===== config.mk =====
export PLATFORM = sky130hd
export DESIGN_NAME = bf8b_mem_arbiter
export DESIGN_NICKNAME = d
export VERILOG_FILES = /design/src/rtl/bf8b_mem_arbiter_pkg.sv /design/src/rtl/bf8b_arb_streak_ctr.sv /design/src/rtl/bf8b_mem_arbiter.sv
export SDC_FILE = /design/constraint.sdc
export NUM_CORES = 1
export LEC_CHECK = 0
export CAP_MARGIN = 20
export CORE_ASPECT_RATIO = 0.5
export CORE_MARGIN = 2
export CORE_UTILIZATION = 25
export DETAILED_ROUTE_END_ITERATION = 10
export PLACE_DENSITY = 0.78
export SETUP_SLACK_MARGIN = 0.02
export SYNTH_ARGS = -nofsm -noshare
export SYNTH_HDL_FRONTEND = slang
export SYNTH_HIERARCHICAL = 1
export SYNTH_SLANG_ARGS = --single-unit

===== constraint.sdc =====
create_clock -name clk -period 1.35 [get_ports clk]
set_clock_uncertainty 0.05 [all_clocks]
set_input_delay 0.27 -clock clk [delete_from_list [all_inputs] [get_ports clk]]
set_output_delay 0.27 -clock clk [all_outputs]
set_load 0.01 [all_outputs]

===== src/rtl/bf8b_mem_arbiter_pkg.sv =====
// Shared owner-tag encoding and helpers for the bf8b memory arbiter,
// the fetch unit and the load/store unit.
package bf8b_mem_arbiter_pkg;

  typedef enum logic [1:0] {
    OWN_NONE = 2'd0,
    OWN_I    = 2'd1,
    OWN_D    = 2'd2
  } owner_t;

  localparam int unsigned STREAK_W = 4;

  // Owner of the response that follows a grant cycle.
  function automatic owner_t next_owner(input logic i_gnt, input logic d_gnt);
    if (d_gnt) begin
      return OWN_D;
    end
    if (i_gnt) begin
      return OWN_I;
    end
    return OWN_NONE;
  endfunction

endpackage


===== src/rtl/bf8b_arb_streak_ctr.sv =====
// Fair-mode helper: counts D grants taken while a fetch is waiting and
// forces the fetch port through once the streak limit is reached (MEM_ARB_FAIR_EN).
`ifdef MEM_ARB_FAIR_EN
module bf8b_arb_streak_ctr
  import bf8b_mem_arbiter_pkg::*;
#(
  parameter int unsigned MAX_DSTREAK = 4
) (
  input  logic clk,
  input  logic rst,
  input  logic i_req,
  input  logic i_gnt,
  input  logic d_gnt,
  output logic force_i_c
);

  logic [STREAK_W-1:0] streak_q;
  logic [STREAK_W-1:0] streak_d;

  // Streak only grows while the fetch side is actually waiting.
  always_comb begin
    streak_d = streak_q;
    if (i_gnt || !i_req) begin
      streak_d = '0;
    end else if (d_gnt) begin
      streak_d = streak_q + STREAK_W'(1);
    end
  end

  always_ff @(posedge clk or negedge rst) begin
    if (!rst) begin
      streak_q <= '0;
    end else begin
      streak_q <= streak_d;
    end
  end

  assign force_i_c = i_req && (streak_q == STREAK_W'(MAX_DSTREAK));

endmodule
`endif


===== src/rtl/bf8b_mem_arbiter.sv =====
// Single-port memory arbiter between fetch (I) and load/store (D) ports.
// Define MEM_ARB_FAIR_EN to bound D-over-I starvation by MAX_DSTREAK grants.
module bf8b_mem_arbiter
  import bf8b_mem_arbiter_pkg::*;
#(
  parameter int unsigned A_WIDTH     = 30,
  parameter int unsigned M_WIDTH     = 32,
  parameter int unsigned MAX_DSTREAK = 4
) (
  input  logic                   clk,
  input  logic                   rst,
  input  logic                   i_req,
  input  logic [A_WIDTH-1:0]     i_addr,
  input  logic                   i_kill,
  output logic                   i_gnt,
  output logic                   i_rvalid,
  output logic [M_WIDTH-1:0]     i_rdata,
  input  logic                   d_req,
  input  logic [A_WIDTH-1:0]     d_addr,
  input  logic [M_WIDTH/8-1:0]   d_wes,
  input  logic [M_WIDTH-1:0]     d_wdata,
  output logic                   d_gnt,
  output logic                   d_rvalid,
  output logic [M_WIDTH-1:0]     d_rdata,
  output logic [A_WIDTH-1:0]     m_addr,
  output logic [M_WIDTH-1:0]     m_wdata,
  output logic [M_WIDTH/8-1:0]   m_wes,
  input  logic [M_WIDTH-1:0]     m_rdata
);

  if (MAX_DSTREAK < 1 || MAX_DSTREAK > 15) begin : g_bad_streak
    $error("MAX_DSTREAK must be in 1..15");
  end

  owner_t             owner_q;
  logic [A_WIDTH-1:0] addr_q;
  logic               force_i_c;

`ifdef MEM_ARB_FAIR_EN
  bf8b_arb_streak_ctr #(
    .MAX_DSTREAK(MAX_DSTREAK)
  ) u_streak_ctr (
    .clk      (clk),
    .rst      (rst),
    .i_req    (i_req),
    .i_gnt    (i_gnt),
    .d_gnt    (d_gnt),
    .force_i_c(force_i_c)
  );
`else
  assign force_i_c = 1'b0;
`endif

  // Grant: D wins unless the streak limit forces I; nothing while in reset.
  always_comb begin
    i_gnt = 1'b0;
    d_gnt = 1'b0;
    if (rst) begin
      if (i_req && (force_i_c || !d_req)) begin
        i_gnt = 1'b1;
      end else if (d_req) begin
        d_gnt = 1'b1;
      end
    end
  end

  // Memory command from the winner; address holds when idle.
  always_comb begin
    m_addr  = addr_q;
    m_wes   = '0;
    m_wdata = d_wdata;
    if (d_gnt) begin
      m_addr = d_addr;
      m_wes  = d_wes;
    end else if (i_gnt) begin
      m_addr = i_addr;
    end
  end

  always_ff @(posedge clk or negedge rst) begin
    if (!rst) begin
      owner_q <= OWN_NONE;
      addr_q  <= '0;
    end else begin
      owner_q <= next_owner(i_gnt, d_gnt);
      addr_q  <= m_addr;
    end
  end

  // Memory data is shared by both ports; only the valids are steered.
  assign i_rvalid = (owner_q == OWN_I) && !i_kill;
  assign d_rvalid = (owner_q == OWN_D);
  assign i_rdata  = m_rdata;
  assign d_rdata  = m_rdata;

endmodule


=== Word-level counts from Yosys, hierarchy flattened ===
Index checks and enable logic that the tools add are counted.
W data, S select, Z words.

* Multiplexer cells: 15
* Equality and inequality tests: 2
* Reduce and logical (&&, ||, !) cells: 4

{| class="wikitable"
|+ Operator list
! kind !! count
|-
| $mux W30 || 2
|-
| $mux W1 || 8
|-
| $mux W2 || 4
|-
| $mux W4 || 1
|-
| $eq A2 B1 Y1 const B || 1
|-
| $eq A2 B2 Y1 const B || 1
|-
| $logic_and A1 B1 Y1 || 2
|-
| $logic_not A1 Y1 || 2
|}

* Bits of input ports: 133
* Output and inout bits: 134
* Flip-flop bits (word level): 32
* Word-level logic and storage cells: 23

=== Longest topological paths before layout ===
Gate-level depths: netlist of run 1.

* Word-level depth: 8
* Mapped depth: 5
* Gate-level depth less buffers: 3

=== Worst setup path after synthesis of run 1 ===
No wires, ideal clock.

* Kind: input to output
* Start: input port rst
* End: output port m_addr[21]
* Data arrival time: 1.052 ns
* Buffers on the path: 2
* Required time: 1.030 ns
* Setup slack: -0.022 ns
* Cell stages on the path: 5
* Path through: buf_6 nand2_2 buf_2 nor3_1 nor3_1

* Cells in the longest elaborated chain, start to end: 3
* Elaborated cells between the ends (all ways): 4
* Those cells by class: mux: 4

{| class="wikitable"
|+ RTL lines
! element !! RTL line !! source
|-
| from (decl) || bf8b_mem_arbiter.sv:11 || <nowiki>input logic rst,</nowiki>
|-
| $mux W1 || bf8b_mem_arbiter.sv:58 || <nowiki>if (rst) begin</nowiki>
|-
| $mux W30 || bf8b_mem_arbiter.sv:75 || <nowiki>end else if (i_gnt) begin</nowiki>
|-
| $mux W30 * || bf8b_mem_arbiter.sv:72 || <nowiki>if (d_gnt) begin</nowiki>
|-
| to (decl) || bf8b_mem_arbiter.sv:25 || <nowiki>output logic [A_WIDTH-1:0] m_addr,</nowiki>
|}

Mark *: on every way between the ends. The rest lies on a longest branch, timed or not.

=== Final worst setup path of run 1 ===
* Start: input port rst
* End: output port m_addr[12]

Same word-level chain as after synthesis.

==> key figures, run 1 <==
Status
  • Run status: complete, but fails checks
  • Failing checks: setup timing

Synth
  • Post-synth top cells: buf_4, nor3_1, dfrtp_1, o22ai_1, buf_2
  • Register area share after synthesis: 34.4%
  • Post-Syn Area: 0.00233 sq mm
  • Mapped Avg Cell Area: 8.35 sq um
  • Number of flops mapped to enable cells by yosys: 0
  • Syn Nets: 412
  • FFs w/ async S/R, synth: 100%
  • Synthesized netlist cell count: 279
  • Post-synth cell types: 15
  • Ys flop type: dfrtp_1
  • Area contributors post-synth: dfrtp_1, buf_4, nor3_1, o22ai_1, buf_2
  • #FFs+latches synth: 32
  • Top cell type's share of synthesized area: 34.4%
  • Synth Warn #: 6
  • Yosys top cell by area: dfrtp_1
  • Most numerous cell in the Yosys netlist: buf_4

Hold path
  • HP Class: in -> async

Worst setup path
  • Crit path capture type: primary output
  • CP startpoint kind: input pin
  • Crit path kind: in -> out
  • Reg2Reg Depth: 5
  • R2R Path Start: addr_q[23]
  • Register-to-register setup slack: 0.18 ns
  • Reg2reg end: addr_q[23]
  • Largest fanout on the critical path: 8
  • Required @ worst endpoint: 1.03 ns
  • Worst EP arrival: 1.21 ns

GRT
  • Initial antenna violation count: 0
  • Largest net degree at the start of global routing: 31
  • Vias in the first global route: 2,346
  • First-pass GRT wire length: 12,700 um
  • Grt ovf: 0
  • Tot GR Track Use: 15.9%

Final layout
  • Share of layout cells above drive strength 1: 63.2%
  • Final nets: 462
  • Filler Cell Count: 808
  • ANT cells: 0
  • Final Util: 44.7%
  • Synth-to-Final Area Change: 70.7%

Timing
  • Unrepaired setup endpoints after global routing: yes
  • Final Hold Viols: 0
  • Setup-failing EPs final: 30
  • Min Tclk post-route: 1.53 ns
  • Fmax: 655 MHz
  • Final hold slack: 0.134 ns
  • Tightest Pin Transition: 0.472 ns
  • Max-slew headroom: 68.4%
  • Setup ws final: -0.177 ns
  • Fin crit share: 113%
  • Fin. max-slew vios: 0

Clocking
  • Clk_lat worst skew: 0.28 ns
  • H-tree lvl count: 2
  • CTS tree: done
  • TritonCTS Buffers: 5
  • CTS Root Cell: clkbuf_16
  • Clk sink count: 32
  • CTS Buffer Depth: 2
  • Reg clk slew, reported paths: 0.06 ns

Power
  • Pint: 2.57 mW
  • Comb power frac: 34.9%
  • Pwr per Cell Area: 934 mW/mm^2
  • Psw: 1.14 mW
  • Max IR drop VDD: 477 uV
  • Flop pwr share: 32.6%
  • Switch share: 30.7%
  • LEAKAGE: 1.75 nW
  • Clk pwr share: 32.5%

Floorplanning
  • Core footprint: 0.00889 sq mm
  • Io pins: 267
  • Die height: 72.2 um
  • Die area: 0.0101 sq mm
  • FP Rows: 24
  • Die Wd: 140 um
  • Starting Density: 26.2%

Placed design
  • Post-DP HPWL: 4970 um
  • Final GP Congestion: 0.778
  • I/O Buffers: 106

Route
  • Vias/cell: 4.96
  • Number of DRC markers in iteration 0: 138
  • TritonRoute pass-1 iters: 4
  • DRC viols: 0
  • DRT antenna net count: 0
  • Vias: 2,211
  • DR WL/cell: 19.4 um
  • Post-Route WL: 8660 um

Job
  • Max-cap violations: 0
==> power by group through the flow <==
stage	combinational (mW)	sequential [mW]	clock (mW)
floorplan	0.716	1.17	0
global placement	1.04	1.17	0
detailed placement	1.05	1.18	0
CTS	1.23	1.19	1.20
global route	1.37	1.22	1.25
finish	1.30	1.21	1.21
==> what timing repair did <==
item	CTS	global route
gates cloned	6	1
pin swaps	29	18
setup buffers	23	5
hold endpoints to repair	10	0
hold buffers	2	0
resized for setup	278	46
endpoints found under the setup margin	42	36
==> cell type report <==
type	count	area [sq um]	area share (%)
inverter	1	3.75	0.0944
timing repair buffer	159	1540	38.7
clock buffer	7	153	3.84
sequential	32	801	20.1
multi-input combinational	130	1340	33.6
tap	117	146	3.68
==> state kept, by name, summed over array words and instances (netlist names) <==
signal	cells
addr_q	30
owner_q	2
==> worst max path at each step <==
stage                from         end  slack, ns  cells past startpoint
floorplan             rst  m_addr[21]       0.06                      5
global placement    i_req   m_addr[8]      -0.93                      6
detailed placement  i_req  m_addr[14]      -0.93                      6
CTS                 d_req  m_addr[19]      -0.12                      7
global route          rst  m_addr[12]      -0.22                      7
finish                rst  m_addr[12]      -0.18                      7
==> worst max-delay path, stage by stage <==
cell and delay, ns:
buf_12 0.13, nand2_8 0.09, buf_12 0.12, buf_16 0.14
nor3_4 0.05, nor3_2 0.23, buf_2 0.17
==> metal layers <==
layer  GRT usage (%)  up-vias  share of wire [%]
met1            19.2     1092                 40
met2            26.8       97                 50
met5               0        -                  0
met4            6.89        0                2.9
li1                -      990                  -
met3            5.08       32                6.6
==> cells in the final DEF (no fill, tap or decap), drive strengths merged <==
master,n
nor3,90
buf,89
dlygate4sd2,36
dfrtp,32
o22ai,30
clkdlybuf4s50,15
dlymetal6s2s,14
clkbuf,8
and3,4
nand2,2
nor2,2
dlygate4sd3,2
inv,1
nor2b,1
nor3b,1
bufbuf,1
clkdlybuf4s15,1
==> through the flow <==
stage | total power [mW] | TNS [ns] | setup WS [ns] | cells | instance area, sq um
2_1_floorplan | 1.88 | 0 | 0.0598 | 279 | 2470
3_3_place_gp | 2.21 | -36.36 | -0.934 | 405 | 3030
3_5_place_dp | 2.23 | -36.85 | -0.934 | 405 | 3030
4_1_cts | 3.62 | -2.75 | -0.125 | 443 | 3790
5_1_grt | 3.85 | -4.34 | -0.217 | 446 | 3980
6_report | 3.71 | -2.97 | -0.177 | 446 | 3980
==> cells by family after synthesis <==
family,Yosys count,synth area share (%)
AOI/OAI and AO/OA,30,8.06
DFF,32,34.4
buffers and inverters,117,35.8
and+or+nand+nor,100,21.8
No activity file was read; power rests on OpenSTA's default activity.
==> run 2, diff against run 1 <==
--- a/config.mk
+++ b/config.mk
@@ -5,7 +5,6 @@
 export SDC_FILE = /design/constraint.sdc
 export NUM_CORES = 1
 export LEC_CHECK = 0
-export CAP_MARGIN = 20
 export CORE_ASPECT_RATIO = 0.5
 export CORE_MARGIN = 2
 export CORE_UTILIZATION = 25
==> results of run 2 <==
No change in the layout: final DEF, timing and power equal those of run 1.
